**src/rtl/halfadder_bist_pkg.sv**
```systemverilog
// rtl/halfadder_bist_pkg.sv - shared types and vector tables for the half adder self-test
package halfadder_bist_pkg;

  typedef enum logic [2:0] {
    ST_IDLE,
    ST_DRIVE,
    ST_WAIT,
    ST_CHECK,
    ST_DONE
  } state_t;

  localparam int NUM_VECTORS = 4;
  localparam int IDX_W       = 2;
  localparam int FAIL_VEC_W  = 4;

  // Bit i holds the operand for vector i: (1,1), (0,1), (1,0), (0,0)
  localparam logic [NUM_VECTORS-1:0] VEC_A = 4'b0101;
  localparam logic [NUM_VECTORS-1:0] VEC_B = 4'b0011;

endpackage

```
**src/rtl/halfadder_ref.sv**
```systemverilog
// rtl/halfadder_ref.sv - combinational golden half adder
module halfadder_ref (
  input  logic a,
  input  logic b,
  output logic s,
  output logic c
);

  assign s = a ^ b;
  assign c = a & b;

endmodule

```
**src/rtl/halfadder_bist.sv**
```systemverilog
// rtl/halfadder_bist.sv - drives all four vectors into an external half adder and checks the results
module halfadder_bist
  import halfadder_bist_pkg::*;
#(
  parameter int SETTLE_CYCLES = 2,
  parameter int ERR_W         = 3
) (
  input  logic                  clk,
  input  logic                  rst,
  input  logic                  start,
  output logic                  dut_a,
  output logic                  dut_b,
  input  logic                  dut_s,
  input  logic                  dut_c,
  output logic                  busy,
  output logic                  done,
  output logic                  pass,
  output logic [ERR_W-1:0]      err_count,
  output logic                  fail_valid,
  output logic [FAIL_VEC_W-1:0] fail_vec
);

  localparam int CNT_W = (SETTLE_CYCLES > 1) ? $clog2(SETTLE_CYCLES + 1) : 1;
  localparam logic [ERR_W-1:0] ERR_MAX = {ERR_W{1'b1}};

  state_t           state;
  state_t           state_next;
  logic [IDX_W-1:0] idx;
  logic [CNT_W-1:0] settle_cnt;
  logic             start_q;
  logic             accept;
  logic             ref_s;
  logic             ref_c;
  logic             mismatch;
  logic [ERR_W-1:0] err_inc;

  halfadder_ref u_ref (
    .a (VEC_A[idx]),
    .b (VEC_B[idx]),
    .s (ref_s),
    .c (ref_c)
  );

  // Only meaningful in CHECK; adder outputs are don't-care elsewhere
  assign mismatch = (dut_s != ref_s) || (dut_c != ref_c);
  assign err_inc  = (err_count == ERR_MAX) ? err_count : err_count + ERR_W'(1);

  always_comb begin
    state_next = state;
    accept     = 1'b0;
    case (state)
      ST_IDLE, ST_DONE: begin
        if (start_q) begin
          accept     = 1'b1;
          state_next = ST_DRIVE;
        end
      end
      ST_DRIVE: state_next = (SETTLE_CYCLES == 0) ? ST_CHECK : ST_WAIT;
      ST_WAIT:  if (settle_cnt == CNT_W'(1)) state_next = ST_CHECK;
      ST_CHECK: state_next = (idx == IDX_W'(NUM_VECTORS - 1)) ? ST_DONE : ST_DRIVE;
      default:  state_next = ST_IDLE;
    endcase
  end

  always_ff @(posedge clk) begin
    if (rst) begin
      state      <= ST_IDLE;
      start_q    <= 1'b0;
      idx        <= '0;
      settle_cnt <= '0;
      dut_a      <= 1'b0;
      dut_b      <= 1'b0;
      busy       <= 1'b0;
      done       <= 1'b0;
      pass       <= 1'b0;
      err_count  <= '0;
      fail_valid <= 1'b0;
      fail_vec   <= '0;
    end else begin
      // start is registered once so the run begins one edge after it is sampled
      start_q <= start;
      state   <= state_next;
      case (state)
        ST_IDLE, ST_DONE: begin
          if (accept) begin
            idx        <= '0;
            busy       <= 1'b1;
            done       <= 1'b0;
            pass       <= 1'b0;
            err_count  <= '0;
            fail_valid <= 1'b0;
            fail_vec   <= '0;
          end
        end
        ST_DRIVE: begin
          dut_a      <= VEC_A[idx];
          dut_b      <= VEC_B[idx];
          settle_cnt <= CNT_W'(SETTLE_CYCLES);
        end
        ST_WAIT: settle_cnt <= settle_cnt - CNT_W'(1);
        ST_CHECK: begin
          if (mismatch) begin
            err_count <= err_inc;
            if (!fail_valid) begin
              fail_valid <= 1'b1;
              fail_vec   <= {idx, dut_s, dut_c};
            end
          end
          if (idx == IDX_W'(NUM_VECTORS - 1)) begin
            busy <= 1'b0;
            done <= 1'b1;
            pass <= (err_count == '0) && !mismatch;
          end else begin
            idx <= idx + IDX_W'(1);
          end
        end
        default: ;
      endcase
    end
  end

endmodule

```
**config.mk**
```make
export PLATFORM = sky130hd
export DESIGN_NAME = halfadder_bist
export DESIGN_NICKNAME = d
export VERILOG_FILES = /design/src/rtl/halfadder_bist_pkg.sv /design/src/rtl/halfadder_ref.sv /design/src/rtl/halfadder_bist.sv
export SDC_FILE = /design/constraint.sdc
export NUM_CORES = 1
export LEC_CHECK = 0
export ABC_AREA = 1
export CELL_PAD_IN_SITES_DETAIL_PLACEMENT = 0
export CELL_PAD_IN_SITES_GLOBAL_PLACEMENT = 2
export CORE_ASPECT_RATIO = 0.9
export CORE_MARGIN = 8
export CORE_UTILIZATION = 34
export CTS_BUF_LIST = sky130_fd_sc_hd__clkbuf_4 sky130_fd_sc_hd__clkbuf_8
export CTS_CLUSTER_DIAMETER = 50
export DETAILED_ROUTE_END_ITERATION = 16
export PLACE_DENSITY = 0.88
export SYNTH_ARGS = -nofsm -noshare
export SYNTH_HDL_FRONTEND = slang
export SYNTH_HIERARCHICAL = 1
export SYNTH_SLANG_ARGS = --single-unit
```
**constraint.sdc**
```tcl
create_clock -name clk -period 4.8 [get_ports clk]
set_input_delay 0.96 -clock clk [delete_from_list [all_inputs] [get_ports clk]]
set_output_delay 0.96 -clock clk [all_outputs]
set_load 0.02 [all_outputs]
```
==> impl_metrics.csv, run 1 <==
group,metric,value,unit
run_status,status,"complete, no violations",
pwr,total_power,0.562,mW
global_routing,grt_max_degree,14,
sta,rsz0062_at_grt,"false",
setup_path,arrival,1.28,ns
worst_hold_path,min_from,"dut_a$_SDFFE_PP0P_",
sta,setup_ws,2.56,ns
setup_path,cp-start-kind,"register",
sta,slew_headroom,73.4,%
pwr,intPower,0.352,mW
sta,max_freq,0.446,GHz
global_routing,track_usage,9.01,%
yosys,synth.most_common_cell,"nand2_1",
setup_path,ff2ff_setup_slack,2.67,ns
setup_path,max_stage_delay,0.63,ns
finish,final_area,1410,um^2
finish,fin_util,42.3,%
sta,tns,0,ns
setup_path,worst-setup-path-type,"register to output port",
setup_path,r2r_end,"err_count[1]$_SDFFE_PP0P_",
die,coreArea,3330,um^2
route,route.vias.total,970,
placed_design,dp_hpwl,1880,um
sta,finalCritPeriodShare,46.7,%
placed_design,dp.cells,213,
setup_path,required,3.84,ns
setup_path,reg2reg_depth,10,
yosys,synth_edf_count,0,
yosys,synthFlopType,"dfxtp_1",
yosys,synth_area,1170,um^2
finish,multiInputGateArea,616,um^2
setup_path,worstPathCellList,"clkdlybuf4s50_1",
yosys,synth.distinct_cells,27,
worst_hold_path,hold_path.class,"register to register",
sta,hold_viol_final,0,
finish,drive_gt1_share,14.5,%
cts,cts_htree_levels,1,
setup_path,worstSetupEndpointType,"output port",
global_routing,grt_pass1_vias,967,
route,wl_per_cell,10.8,um
yosys,syn_area_per_cell,7.48,um^2
finish,num-nets-final,187,
cts,clkSlewWorstSetupHoldPaths,0.08,ns
sta,finalSetupViolations,0,
worst_hold_path,hold_depth,2,
cts,cts-resized-gates,0,
die,die_h,71.6,um
route,ant_nets,0,
cts,clockRootBuffer,"clkbuf_8",
finish,n_antenna_cell,0,
pwr,p_leak,0.609,nW
placed_design,dp_slack,2.51,ns
cts,cts_tree,"done",
sta,finClkSkew,0.00993,ns
placed_design,placed_area,1360,um^2
yosys,ys_async_sr_fraction,0,%
global_routing,antenna_found_initial,0,
global_routing,grt_remaining_overflow,0,
sta,min_period,2.24,ns
sta,worst_pin_slew,0.398,ns
placed_design,gp_congestion,0.741,
pwr,netSwitchingFraction,37.4,%
cts,cts.sinks,21,
die,rows,20,
cts,cts.path.max_buffers,2,
route,wirelength,2340,um
setup_path,reg2reg_from,"idx[1]$_SDFFE_PP0P_",
route,drtIter0Drc,33,
finish,regArea,420,um^2
sta,fin_hold_ws,0.455,ns
pwr,p_switching,0.210,mW
yosys,ys_top_cells_by_count,"nand2_1 (27), nor2_1 (25), dfxtp_1 (21), inv_1 (21)",
pwr,p_per_area,399,nW/um^2
yosys,synth_top_area_cell,"dfxtp_1",
die,die_w,77.7,um
cts,insertion_delay,0.27,ns
placed_design,io_buffers,17,
cts,cts-buffers-inserted,3,
yosys,ys_ff_latch,21,
worst_hold_path,hold_path_end,"dut_a$_SDFFE_PP0P_",
setup_path,critPathBufInv,1,
yosys,synth_cells,156,
yosys,yosysSeqAreaShare,36.1,%
setup_path,cp_max_fo,4,
route,vias_per_cell,4.47,
yosys,syn_nets,169,
yosys,synth_area_leaders,"dfxtp_1 (36%), nand2_1 (8.7%), ha_1 (8.6%), nor2_1 (8.0%), inv_1 (6.8%)",
global_routing,grt_pass1_wl,4140,um
route,route.detailed.drc,0,
cts,post-cts-setup-buffers,0,
pwr,power_frac_comb,36.5,%
setup_path,crit_family,"buffers and inverters",
die,die_area,5560,um^2
finish,instances_no_fill,217,
pwr,p_clk_share,21.5,%
cts,cts_hold_buf,0,
sta,finalMaxSlewViolations,0,
pwr,max-vdd-ir-drop,0.000131,V
pwr,seq_power_share,42.0,%
die,initial_core_util,35.0,%
route,drtPass1Iterations,4,
run,maxCapViolations,0,
yosys,synth_warnings,6,
finish,area_delta_synth_final,20.8,%
setup_path,critPathSlowestCell,"clkdlybuf4s50_1",
finish,fillers,352,
die,ios,18,
yosys,yosysTopAreaCellShare,36.1,%
## flip-flops by register name (all words and copies together) (netlist names)
register,count
fail_vec,4
err_count,3
state,3
idx,2
settle_cnt,2
busy,1
done,1
dut_a,1
dut_b,1
fail_valid,1
pass,1
start_q,1
## tightest hold or removal path: cells and delay by family, from the launching register on
kind | cells | cell delay (ns)
compound gates | 1 | 0.05
buf+inv | 1 | 0.05
flops | 1 | 0.32
## power groups by stage
stage,registers [mW],clock network (mW),logic (mW)
floorplan,0.250,0,0.138
global placement,0.239,0,0.205
detailed placement,0.241,0,0.209
CTS,0.237,0.126,0.210
global route,0.241,0.134,0.232
finish,0.236,0.121,0.205
## cell type report
| type | count | share of cell area, % |
|---|---|---|
| flip-flops and latches | 21 | 29.8 |
| clock inverters | 1 | 0.533 |
| multi-input cells | 106 | 43.7 |
| clock buffers | 3 | 2.93 |
| inverters | 25 | 7.02 |
| well taps | 44 | 3.91 |
| repair buffers | 17 | 12.1 |
## routing by layer
| layer | vias to the layer above | global-route usage (%) | wire length, um |
|---|---|---|---|
| met5 | - | 0 | 0 |
| met4 | 0 | 4.81 | 36 |
| met3 | 4 | 3.25 | 166 |
| met2 | 21 | 13.8 | 985 |
| met1 | 427 | 10.7 | 1150 |
| li1 | 518 | - | - |
## logic make-up (layout without fill, tap and decap cells)
group	count (synthesis)	count (layout)	share of synthesized area [%]
AND/OR/NAND/NOR	79	79	34.9
buffers and inverters	29	46	11.2
flip-flops	21	21	36.1
AO/OA/AOI/OAI	17	17	7.83
adder cells (fa/ha/maj)	8	8	8.58
XOR/XNOR	2	2	1.50
## placed cells by master, fill, tap and decap left out
cell type        netlist  layout
nor2_4                 2       2
dfxtp_1               21      21
nor3_1                 1       1
clkbuf_8               0       3
nor2_1                25      25
o21ai_0                6       6
nor2_2                 5       5
inv_1                 21      21
a21oi_1                8       8
ha_1                   8       8
nand3_1                7       7
or2_2                  1       1
clkinv_2               2       2
a31oi_1                1       1
o31ai_1                1       1
clkinvlp_4             0       1
clkdlybuf4s50_1        0      17
a22oi_1                1       1
nand4_1                2       2
xor2_1                 1       1
nand2_1               27      27
inv_2                  1       1
inv_4                  1       1
nand2_2                3       3
nand2_4                4       4
xnor2_1                1       1
nand3_4                2       2
## worst max-delay path by stage
stage                                    startpoint                        end  slack, ns  depth (start not counted)
after floorplan                 idx[0]$_SDFFE_PP0P_  err_count[1]$_SDFFE_PP0P_       2.86                         10
after global placement                        dut_s  err_count[1]$_SDFFE_PP0P_       2.54                          7
after detailed placement                      dut_s  err_count[1]$_SDFFE_PP0P_       2.51                          7
after CTS                 err_count[2]$_SDFFE_PP0P_               err_count[2]       2.55                          1
after global routing      err_count[0]$_SDFFE_PP0P_               err_count[0]       2.51                          1
final                     err_count[0]$_SDFFE_PP0P_               err_count[0]       2.56                          1
Power figures use the tool's default switching activity.
==> run 2: changes to the inputs <==
--- a/config.mk
+++ b/config.mk
@@ -10,11 +10,11 @@
 export CELL_PAD_IN_SITES_GLOBAL_PLACEMENT = 2
 export CORE_ASPECT_RATIO = 0.9
 export CORE_MARGIN = 8
-export CORE_UTILIZATION = 34
+export CORE_UTILIZATION = 31
 export CTS_BUF_LIST = sky130_fd_sc_hd__clkbuf_4 sky130_fd_sc_hd__clkbuf_8
 export CTS_CLUSTER_DIAMETER = 50
 export DETAILED_ROUTE_END_ITERATION = 16
-export PLACE_DENSITY = 0.88
+export PLACE_DENSITY = 0.81
 export SYNTH_ARGS = -nofsm -noshare
 export SYNTH_HDL_FRONTEND = slang
 export SYNTH_HIERARCHICAL = 1
==> constraint.sdc (replaced) <==
create_clock -name clk -period 2.2 [get_ports clk]
set_input_delay 0.44 -clock clk [delete_from_list [all_inputs] [get_ports clk]]
set_output_delay 0.44 -clock clk [all_outputs]
set_load 0.02 [all_outputs]
==> run 2 against run 1 <==
Final area up 1.1%. Non-clock buffer count increased by 1. Via count is 0.41% lower. Clock skew down 0.0040 ns. Hold slack worse by 0.0058 ns. Wire length is 3.8% higher. Clock power rose by 110%. Cell count up 1.4%. Setup slack worse by 2.4 ns. Utilization decreased by 3.3 points. Sequential cell count did not move. Die area up 7.6%. Critical path type is now register to register.
==> impl_metrics.csv, run 2 (synthesis results as in run 1) <==
group,metric,value,unit
pwr,p_per_area,862,nW/um^2
cts,cts_hold_buf,0,
sta,finClkSkew,0.00595,ns
sta,slew_headroom,72.8,%
setup_path,reg2reg_from,"idx[1]$_SDFFE_PP0P_",
setup_path,ff2ff_setup_slack,0.17,ns
cts,cts.sinks,21,
setup_path,arrival,2.19,ns
die,die_w,80.7,um
placed_design,io_buffers,17,
global_routing,grt_remaining_overflow,0,
route,ant_nets,0,
finish,fin_util,39.0,%
setup_path,reg2reg_depth,10,
sta,rsz0062_at_grt,"false",
setup_path,worstPathCellList,"inv_1 -> ha_1 -> or2_2 -> ha_1 -> xnor2_2 -> nand3_4 -> nand2_1 -> nand2_1 -> nand2_1 -> nor2_2",
setup_path,worstSetupEndpointType,"register",
die,rows,21,
finish,largest_reg_flops,4,
finish,drive_gt1_share,15.5,%
worst_hold_path,min_from,"dut_a$_SDFFE_PP0P_",
placed_design,dp_hpwl,1920,um
setup_path,critical_path.most_common_cell,"nand2_1",
run_status,status,"complete, no violations",
run,maxCapViolations,0,
die,coreArea,3650,um^2
route,vias_per_cell,4.39,
route,drtPass1Iterations,4,
sta,finalSetupViolations,0,
cts,clkSlewWorstSetupHoldPaths,0.08,ns
sta,worst_pin_slew,0.408,ns
setup_path,crit_path_start,"idx[1]$_SDFFE_PP0P_",
setup_path,max_stage_delay,0.41,ns
finish,fillers,401,
route,topRoutingLayerUsed,"met4",
finish,final_area,1420,um^2
pwr,total_power,1.23,mW
finish,max_flop_register,"fail_vec",
route,drtIter0Drc,43,
setup_path,cp-start-kind,"register",
sta,setup_ws,0.171,ns
sta,finalMaxSlewViolations,0,
cts,clockRootBuffer,"clkbuf_8",
finish,area_delta_synth_final,22.1,%
cts,cts_htree_levels,1,
route,route.detailed.drc,0,
cts,insertion_delay,0.26,ns
setup_path,r2r_end,"err_count[1]$_SDFFE_PP0P_",
die,die_h,74.2,um
setup_path,critPathBufInv,1,
sta,min_period,2.03,ns
route,wl_per_cell,11.1,um
placed_design,placed_area,1370,um^2
die,die_area,5980,um^2
cts,cts-resized-gates,0,
setup_path,critPathSlowestCell,"dfxtp_1",
finish,biggestRegsByFlops,"fail_vec: 4 flops, err_count: 3 flops, state: 3 flops",
cts,cts-buffers-inserted,3,
setup_path,required,2.36,ns
route,wl_met2,991,um
setup_path,endpoint,"err_count[1]$_SDFFE_PP0P_",
finish,n_antenna_cell,0,
route,wl_met3,135,um
cts,post-cts-setup-buffers,0,
setup_path,cp_max_fo,8,
cts,cts_tree,"done",
route,drt-met1-wl,1260,um
route,wirelength,2430,um
global_routing,grt_pass1_vias,935,
finish,num-nets-final,188,
placed_design,dp_slack,0.119,ns
die,initial_core_util,31.9,%
sta,hold_viol_final,0,
setup_path,worst-setup-path-type,"register to register",
pwr,p_leak,0.622,nW
setup_path,cp_num_cells,10,
setup_path,crit_family,"simple AND/OR/NAND/NOR gates",
sta,max_freq,0.493,GHz
cts,cts.path.max_buffers,2,
global_routing,track_usage,8.73,%
global_routing,grt_max_degree,14,
finish,most-common-layout-cells,"nand2_1 (27), nor2_1 (25), inv_1 (21), dfxtp_1 (21), clkdlybuf4s50_1 (17)",
placed_design,gp_congestion,0.728,
die,ios,18,
global_routing,antenna_found_initial,0,
sta,finalCritPeriodShare,92.2,%
finish,layout_commonest_cell,"nand2_1",
finish,multiInputGateArea,623,um^2
sta,tns,0,ns
route,route.vias.total,966,
finish,regArea,420,um^2
worst_hold_path,hold_path.class,"register to register",
pwr,max-vdd-ir-drop,0.000287,V
global_routing,grt_pass1_wl,4050,um
[run 2: stage by stage]
stage,std cells,hold slack (ns)
after floorplan,156,0.428
after global placement,216,0.435
after detailed placement,216,0.442
after CTS,220,0.455
after global routing,220,0.491
final,220,0.450
[run 2: tightest hold or removal path: cells and delay by family, from the launching register on]
kind,cells,cell delay (ns)
buffers and inverters,1,0.05
DFF,1,0.31
AOI/OAI and AO/OA,1,0.05
[run 2: worst min-delay path by stage]
stage	end	depth (start not counted)
finish	dut_a$_SDFFE_PP0P_	2
global route	dut_a$_SDFFE_PP0P_	2
CTS	dut_a$_SDFFE_PP0P_	2
detailed placement	dut_a$_SDFFE_PP0P_	2
global placement	dut_b$_SDFFE_PP0P_	2
floorplan	settle_cnt[0]$_SDFFE_PP0P_	1
[run 2: final cells by class]
type	count	area share (%)
inverters	25	6.94
clock inverters	1	0.351
flip-flops and latches	21	29.5
well taps	46	4.04
repair buffers	18	12.5
clock buffers	3	2.90
multi-input cells	106	43.8
[run 2: power by group]
part           switching [mW]  internal (mW)
Clock                   0.133          0.126
Combinational           0.262          0.192
Sequential             0.0644          0.449
[run 2: layer usage]
metal / vias up / GRT usage, %
met3: 5 / 3.02
met5: - / 0
met2: 18 / 13.2
met1: 426 / 10.8
li1: 517 / -
met4: 0 / 4.16
==> run 3: changes to the inputs <==
--- a/config.mk
+++ b/config.mk
@@ -6,15 +6,15 @@
 export NUM_CORES = 1
 export LEC_CHECK = 0
 export ABC_AREA = 1
-export CELL_PAD_IN_SITES_DETAIL_PLACEMENT = 0
-export CELL_PAD_IN_SITES_GLOBAL_PLACEMENT = 2
+export CELL_PAD_IN_SITES_DETAIL_PLACEMENT = 1
+export CELL_PAD_IN_SITES_GLOBAL_PLACEMENT = 1
 export CORE_ASPECT_RATIO = 0.9
 export CORE_MARGIN = 8
-export CORE_UTILIZATION = 31
+export CORE_UTILIZATION = 40
 export CTS_BUF_LIST = sky130_fd_sc_hd__clkbuf_4 sky130_fd_sc_hd__clkbuf_8
 export CTS_CLUSTER_DIAMETER = 50
 export DETAILED_ROUTE_END_ITERATION = 16
-export PLACE_DENSITY = 0.81
+export PLACE_DENSITY = 0.82
 export SYNTH_ARGS = -nofsm -noshare
 export SYNTH_HDL_FRONTEND = slang
 export SYNTH_HIERARCHICAL = 1
==> run 3 against run 2 <==
Setup slack worse by 0.020 ns. Highest routed layer unchanged. Clock power is 22% lower. Global-route usage is 3.5 points higher. Via count is 6.4% higher. Combinational power is 2% higher.
==> impl_metrics.csv, run 3 (synthesis results as in run 1) <==
group,metric,value,unit
run_status,status,"complete, no violations",
die,ios,18,
global_routing,antenna_found_initial,0,
finish,largest_reg_flops,4,
finish,most-common-layout-cells,"nand2_1 (27), nor2_1 (25), inv_1 (21)",
sta,min_period,2.05,ns
route,drtIter0Drc,17,
global_routing,grt_busiest_layer,"met2",
placed_design,dp_hpwl,2170,um
placed_design,dp_slack,0.0789,ns
route,wl_per_cell,12.8,um
route,drtPass1Iterations,2,
sta,worst_pin_slew,0.467,ns
finish,num-nets-final,188,
die,coreArea,2770,um^2
sta,hold_viol_final,0,
die,initial_core_util,42.1,%
pwr,netSwitchingFraction,38.7,%
pwr,power_frac_comb,39.3,%
sta,max_freq,0.488,GHz
finish,multiInputGateArea,631,um^2
pwr,p_clk_share,17.2,%
setup_path,worst-setup-path-type,"register to register",
global_routing,grt_remaining_overflow,0,
pwr,max-vdd-ir-drop,0.000596,V
finish,max_flop_register,"fail_vec",
route,ant_nets,0,
worst_hold_path,hold_path.class,"register to register",
finish,final_area,1410,um^2
cts,cts-buffers-inserted,3,
die,die_w,72.9,um
sta,finClkSkew,0.00716,ns
cts,cts.path.max_buffers,2,
pwr,p_leak,0.617,nW
finish,fillers,367,
placed_design,io_buffers,17,
sta,rsz0062_at_grt,"false",
die,rows,18,
placed_design,placed_area,1360,um^2
finish,biggestRegsByFlops,"fail_vec: 4 flops, err_count: 3 flops, state: 3 flops",
cts,cts.sinks,21,
cts,cts_htree_levels,1,
pwr,p_per_area,840,nW/um^2
setup_path,arrival,2.27,ns
cts,cts_hold_buf,0,
global_routing,grt_pass1_vias,1096,
sta,setup_ws,0.151,ns
die,die_h,67.2,um
sta,slew_headroom,68.9,%
sta,tns,0,ns
cts,clockRootBuffer,"clkbuf_4",
finish,regArea,423,um^2
global_routing,grt_pass1_wl,4730,um
setup_path,worstSetupEndpointType,"register",
sta,finalCritPeriodShare,93.1,%
setup_path,required,2.42,ns
cts,clkSlewWorstSetupHoldPaths,0.12,ns
route,wirelength,2750,um
placed_design,gp_congestion,0.743,
global_routing,track_usage,12.3,%
pwr,total_power,1.18,mW
die,die_area,4900,um^2
pwr,p_switching,0.458,mW
finish,layout_commonest_cell,"nand2_1",
route,route.vias.total,1028,
global_routing,gr-usage-met1,13.8,%
setup_path,cp_max_fo,8,
global_routing,grt_util_met3,4.73,%
pwr,seq_power_share,43.5,%
run,maxCapViolations,0,
sta,finalMaxSlewViolations,0,
global_routing,grt_max_degree,14,
pwr,intPower,0.726,mW
finish,n_antenna_cell,0,
cts,cts_tree,"done",
setup_path,cp-start-kind,"register",
finish,drive_gt1_share,17.2,%
cts,insertion_delay,0.31,ns
sta,finalSetupViolations,0,
finish,area_delta_synth_final,20.9,%
route,route.detailed.drc,0,
global_routing,gr-usage-met2,21.4,%
route,vias_per_cell,4.80,
-- run 3: changes by cell type in the layout (fill, tap and decap cells not counted) --
cell      previous run  this run
clkbuf_4             0         4
clkbuf_8             3         0
dfxtp_1             21        19
dfxtp_2              0         2
clkinv_2             3         2
xor2_1               1         0
xor2_2               0         1
-- run 3: area by class of cell --
cell class,count,share of cell area [%]
clock buffer,4,2.13
multi-input combinational,106,44.7
tap,40,3.55
sequential,21,30.0
inverter,25,7.01
timing repair buffer,18,12.6
-- run 3: critical path, cell delays in order, from the launching register on --
cell     delay (ns)
dfxtp_2        0.38
inv_1          0.06
ha_1           0.19
or2_2          0.30
ha_1           0.38
xnor2_2        0.21
nand3_4        0.15
nand2_1        0.12
nand2_1        0.05
nand2_1        0.07
nor2_2         0.04
-- run 3: timing repair --
item                                    in CTS  in global routing
gates resized for setup                      0                  4
buffers inserted                             0                  0
endpoints found under the setup margin       0                  8
-- run 3: routing by layer --
metal / wire length (um) / share of wire, %
met1: 1240 / 45
met2: 1340 / 49
met3: 140 / 5.1
met4: 18 / 0.66
met5: 0 / 0
-- run 3: worst paths after layout --
check	cells past startpoint	slack, ns	startpoint	endpoint
setup / recovery	10	0.15	idx[0]$_SDFFE_PP0P_	err_count[1]$_SDFFE_PP0P_
setup reg to reg	10	0.15	idx[0]$_SDFFE_PP0P_	err_count[1]$_SDFFE_PP0P_
hold reg to reg	2	0.45	dut_a$_SDFFE_PP0P_	dut_a$_SDFFE_PP0P_
hold / removal	2	0.45	dut_a$_SDFFE_PP0P_	dut_a$_SDFFE_PP0P_
-- run 3: power by group through the flow --
stage                     clock network (mW)  registers [mW]  logic [mW]
after floorplan                            0           0.546       0.301
after global placement                     0           0.521       0.447
after detailed placement                   0           0.525       0.469
after CTS                              0.214           0.517       0.471
after global routing                   0.229           0.527       0.524
final                                  0.204           0.516       0.465
-- run 3: stage by stage --
stage / cells / hold slack [ns] / utilization, %
2_1_floorplan: 156 / 0.428 / -
3_3_place_gp: 210 / 0.434 / 49.2
3_5_place_dp: 210 / 0.437 / 49.2
4_1_cts: 214 / 0.456 / 50.3
5_1_grt: 214 / 0.496 / 50.9
6_report: 214 / 0.452 / 50.9
